===== config.mk =====
export PLATFORM = sky130hd
export DESIGN_NAME = hub75_scan_driver
export DESIGN_NICKNAME = d
export VERILOG_FILES = /design/src/rtl/hub75_scan_driver.sv
export SDC_FILE = /design/constraint.sdc
export NUM_CORES = 1
export LEC_CHECK = 0
export CORE_AREA = 5 5 57 84
export CTS_CLUSTER_DIAMETER = 100
export DETAILED_ROUTE_END_ITERATION = 10
export DIE_AREA = 0 0 62 89
export PLACE_DENSITY = 0.77
export SKIP_LAST_GASP = 1
export SLEW_MARGIN = 10
export SYNTH_ARGS = -nofsm -noshare
export SYNTH_HDL_FRONTEND = slang
export SYNTH_SLANG_ARGS = --single-unit

===== constraint.sdc =====
create_clock -name clk -period 2.1 [get_ports clk]
set_clock_uncertainty 0.1 [all_clocks]
set_input_delay 0.315 -clock clk [delete_from_list [all_inputs] [get_ports clk]]
set_output_delay 0.315 -clock clk [all_outputs]
set_load 0.02 [all_outputs]

===== src/rtl/hub75_scan_driver.sv =====
// HUB75 scan engine: shifts BCM colour planes out of a frame buffer while the previous plane is displayed.
// Optional macro HUB75_BRIGHTNESS_EN adds a global brightness input that shortens the oe-low window.
module hub75_scan_driver #(
  parameter int WIDTH       = 64,
  parameter int ADDR_BITS   = 3,
  parameter int DEPTH       = 4,
  parameter int CHAINS      = 1,
  parameter int BASE_CYCLES = 32
) (
  input  logic                                 clk,
  input  logic                                 rst,
  input  logic                                 en,
`ifdef HUB75_BRIGHTNESS_EN
  input  logic [7:0]                           brightness,
`endif
  output logic                                 fb_rd_en,
  output logic [ADDR_BITS+$clog2(WIDTH)-1:0]   fb_addr,
  input  logic [6*CHAINS*DEPTH-1:0]            fb_data,
  output logic [6*CHAINS-1:0]                  rgb,
  output logic [ADDR_BITS-1:0]                 a,
  output logic                                 oe,
  output logic                                 lat,
  output logic                                 oclk,
  output logic                                 frame_sync
);

  localparam int COL_W   = $clog2(WIDTH);
  localparam int STEP_W  = COL_W + 2;
  localparam int TW      = $clog2(BASE_CYCLES << (DEPTH - 1)) + 1;
  localparam int PLANE_W = (DEPTH > 1) ? $clog2(DEPTH) : 1;

  typedef enum logic [2:0] {IDLE, SHIFT, WAIT, BLANK, LATCH} state_t;

  state_t               state, next_state;
  logic [ADDR_BITS-1:0] row;
  logic [PLANE_W-1:0]   plane;
  logic [STEP_W-1:0]    step;
  logic [TW-1:0]        timer;
  logic [TW-1:0]        period;
  logic [6*CHAINS-1:0]  rgb_q;
  logic [6*CHAINS-1:0]  plane_bits;
  logic [ADDR_BITS-1:0] a_q;
  logic                 last_step;

  // Pick the current plane's bit out of each colour's DEPTH-bit group.
  for (genvar c = 0; c < CHAINS; c++) begin : g_chain
    for (genvar k = 0; k < 6; k++) begin : g_colour
      logic [DEPTH-1:0] planes;
      assign planes                = fb_data[(c*6+k)*DEPTH +: DEPTH];
      assign plane_bits[c*6+k]     = planes[plane];
    end
  end

  assign last_step = (step == STEP_W'(2 * WIDTH));
  assign period    = TW'(BASE_CYCLES) << plane;

  always_comb begin
    next_state = state;
    fb_rd_en   = 1'b0;
    fb_addr    = '0;
    oclk       = 1'b0;
    lat        = 1'b0;
    frame_sync = 1'b0;
    a          = a_q;
    rgb        = rgb_q;
    case (state)
      IDLE: if (en) next_state = SHIFT;
      SHIFT: begin
        // Even steps issue the read for the next pixel; odd steps present it with oclk low.
        if (!step[0] && !last_step) begin
          fb_rd_en = 1'b1;
          fb_addr  = {row, step[COL_W:1]};
        end
        if (step[0]) rgb = plane_bits;
        else if (step != '0) oclk = 1'b1;
        if (last_step) next_state = WAIT;
      end
      WAIT:  if (timer == '0) next_state = BLANK;
      BLANK: next_state = LATCH;
      LATCH: begin
        lat        = 1'b1;
        a          = row;
        frame_sync = (row == '0) && (plane == '0);
        next_state = en ? SHIFT : IDLE;
      end
      default: next_state = IDLE;
    endcase
  end

  always_ff @(posedge clk) begin
    if (rst) begin
      state <= IDLE;
      row   <= '0;
      plane <= '0;
      step  <= '0;
      timer <= '0;
      rgb_q <= '0;
      a_q   <= '0;
    end else begin
      state <= next_state;
      step  <= (state == SHIFT && !last_step) ? step + 1'b1 : '0;
      if (state == SHIFT && step[0]) rgb_q <= plane_bits;
      if (state == LATCH) begin
        timer <= period;
        a_q   <= row;
        if (plane == PLANE_W'(DEPTH - 1)) begin
          plane <= '0;
          row   <= row + 1'b1;
        end else begin
          plane <= plane + 1'b1;
        end
      end else if (timer != '0) begin
        timer <= timer - 1'b1;
      end
    end
  end

`ifdef HUB75_BRIGHTNESS_EN
  logic [TW-1:0]   on_timer;
  logic [TW+7:0]   on_product;

  assign on_product = (TW+8)'(period) * (TW+8)'(brightness);

  // A second counter covers only the lit fraction; the main timer still paces the scan.
  always_ff @(posedge clk) begin
    if (rst)                 on_timer <= '0;
    else if (state == LATCH) on_timer <= TW'(on_product >> 8);
    else if (on_timer != '0) on_timer <= on_timer - 1'b1;
  end

  assign oe = (on_timer == '0);
`else
  assign oe = (timer == '0);
`endif

endmodule


==> reports/summary.txt <==
status: complete, but fails checks
failing checks: setup timing
largest net degree at the start of global routing: 23
Crit Path Category: flip-flop to output pin
Combinational Power Share: 48.2%
synth unique cells: 38
synthesized cell area: 1820 sq um
vias in the first global route: 1,752
share of post-route cells with drive strength above 1: 37.8%
CTS sink count: 34
design area: 2840 sq um
initial antenna violation count: 0
Power Internal: 0.00166 W
routing usage on met1: 20.2%
CP delay by family, top: simple AND/OR/NAND/NOR gates
top cell type's share of synthesized area: 37.5%
Arr. time, crit path: 1.72 ns
GRT overflow: 0
Synth Area in Simple Gates: 24.9%
Slew @ Worst Pin: 0.421 ns
P&R area growth vs syn: 56.7%
PnR worst setup slack: -0.0350 ns
Pwr per Cell Area: 880 nW/um^2
setup tns final: -0.0942 ns
Ys Warns: 0
Switch Pwr: 0.000838 W
clock share of power: 19.9%
compound-cell area share of the yosys netlist: 7.93%
Min Clock Period, post-route: 2.13 ns
commonest register cell after synthesis: dfxtp_1
Gate Count Post-Synth: 199
Worst-path clk slew: 0.07 ns
ANT cells: 0
area of the multi-input gates: 1140 sq um
die area: 5520 sq um
Synth area leaders: dfxtp_1, mux4_2, ha_1
Max-cap violations: 0
Yosys top cell by area: dfxtp_1
dpl ws: -0.344 ns
Site Rows: 28
DRC errors left: 0
Max Slew Vio Count: 0
portion of total power attributed to sequential cells: 31.9%
Root Buffer: clkbuf_8
Worst slew margin: 71.9%
CTS Hold Bufs: 0
CTS Buf Count: 5
Register Area: 691 sq um
violation count after the first detailed-route iteration: 27
max incr delay on CP: 0.32 ns
unrepaired setup endpoints after global routing: yes
CP max stage cell: dfxtp_2
CP required: 1.68 ns
sequential cell area fraction in the yosys report: 37.5%
I/O pin count: 50
first-pass GRT wire length: 7730 microns
Vias: 1,730
post-synthesis mux area share: 11.7%
final net count: 323
initial core utilization: 46.3%
CTS tree: built
most used cell, CP: buf_6
Worst Path Max Fanout: 3
DRT antenna net count: 0
dpl cell area: 2610 sq um
ys async rst share: 0%
EDFF count, synth: 0
via/cell ratio: 5.20
hold crit path type: flip-flop to flip-flop
TritonRoute pass-1 iters: 4
gpl congestion: 0.860
final hold viol count: 0
element type at the critical path end: output pin
peak supply drop: 0.844 mV
Fill cells: 281
chip height: 89 microns
WHS: 0.380 ns
PortBufs: 49
die width: 62 microns
Non-Filler Instances: 333
Clock Tree Buf Depth: 2
post-synth net total: 235
xor-xnor portion of the synthesized cell area: 6.75%
routed len/inst: 14.7 microns
crit-path cells: inv_1 > ha_2 > nor2b_4 > nand3_2 > nor3b_4 > buf_6 > buf_6 > and2_4 > buf_6
Worst setup SP type: flip-flop
hpwl dp: 3510 microns
fin crit share: 102%
Synth Area in Adders: 6.20%
Worst Path Buf+Inv: 4
GRT Util Overall: 18.9%
grt peak-use layer: met2
Syn Area/Cell: 9.12 sq um
routed wire length: 4890 microns
P_leak: 1.24 nW
met3 Resource Use GR: 4.91%
H-tree depth: 2
dpl cells: 319
met2 usage in global routing: 33.5%
Yosys reg bits: 34
Setup violations, final: 3
fmax: 468 MHz
sw frac: 33.5%
Core Region: 3920 sq um
clk_lat worst skew: 0.28 ns
largest family of logic cells by synthesized area: simple AND/OR/NAND/NOR gates
==> cell families (layout without fill, tap and decap cells) <==
family	count (synthesis)	in the layout
buf+inv	22	111
flops	34	34
fa+ha+maj	9	9
xor+xnor	14	14
simple gates	85	85
compound gates	22	22
mux	13	13
==> worst reg2reg max path, delay by kind of cell, from the launching register on <==
kind,cells,cell delay (ns)
xor+xnor,1,0.17
buf+inv,2,0.24
flops,1,0.31
fa+ha+maj,1,0.18
simple gates,2,0.54
compound gates,1,0.23
==> cell usage after synthesis (2+ instances only) <==
master,instances
nand3_1,8
and2_1,9
mux4_2,6
xnor2_1,5
buf_2,7
nor2_1,21
mux2_2,6
inv_1,11
o211ai_1,3
clkbuf_1,3
xor2_1,9
a211oi_1,2
and3_1,3
nor4_1,2
nor3_1,6
o21ai_0,6
or3b_1,2
dfxtp_1,34
nor2b_1,11
nand2_1,15
a21oi_1,5
ha_1,9
==> placed cells by master, fill, tap and decap left out, drive strengths merged, types with 2 or more instances in the layout <==
master         count
a21oi              5
a211oi             2
nor2b             11
clkdlybuf4s50     26
o21ai              7
o211ai             3
dfxtp             34
nand3              8
xnor2              5
nor4               2
buf               61
mux2               6
and3               3
mux4               6
and2               9
clkbuf            10
nor3               6
ha                 9
inv               12
xor2               9
nor2              22
or3b               2
nand2             15
==> stage by stage <==
step	utilization, %	power, W
final	72.5	0.00250
after global routing	72.5	0.00268
after CTS	71.0	0.00250
after detailed placement	66.5	0.00192
after global placement	66.5	0.00189
after floorplan	-	0.00143
==> state kept, by name, indices dropped and copies added, names as in the netlist <==
name   cells
timer      9
step       8
row        3
a_q        3
state      3
plane      2
rgb_q      6
==> cell type report <==
| type | count | share of cell area [%] |
|---|---|---|
| clock buffer | 7 | 3.04 |
| clock inverter | 1 | 0.176 |
| inverter | 12 | 1.58 |
| multi-input combinational | 143 | 40.0 |
| sequential | 34 | 24.3 |
| tap | 45 | 1.98 |
| timing repair buffer | 91 | 28.9 |
==> timing repair <==
item	4_1_cts	5_1_grt
buffers inserted	5	2
gates resized for setup	118	41
gates cloned	1	0
endpoints found under the setup margin	23	23
pin swaps	1	7
==> power groups by stage <==
stage | sequential (W) | combinational [W] | clock, W
final | 0.000797 | 0.00121 | 0.000498
after global routing | 0.000808 | 0.00133 | 0.000544
after CTS | 0.000795 | 0.00120 | 0.000511
after detailed placement | 0.000808 | 0.00111 | 0
after global placement | 0.000804 | 0.00109 | 0
after floorplan | 0.000812 | 0.000620 | 0
==> worst paths after layout <==
check | start | end | slack [ns] | cells past startpoint
setup reg to reg | timer[0] | timer[3] | 0.22 | 7
hold reg to reg | a_q[2] | a_q[2] | 0.38 | 2
hold / removal | a_q[2] | a_q[2] | 0.38 | 2
setup / recovery | step[0] | fb_addr[1] | -0.03 | 9
==> metal layers <==
layer | vias to the layer above | part of all wire [%]
li1 | 851 | -
met1 | 842 | 37
met2 | 29 | 57
met3 | 8 | 4.6
met4 | 0 | 1.7
met5 | - | 0
No activity file was read; power rests on OpenSTA's default activity.
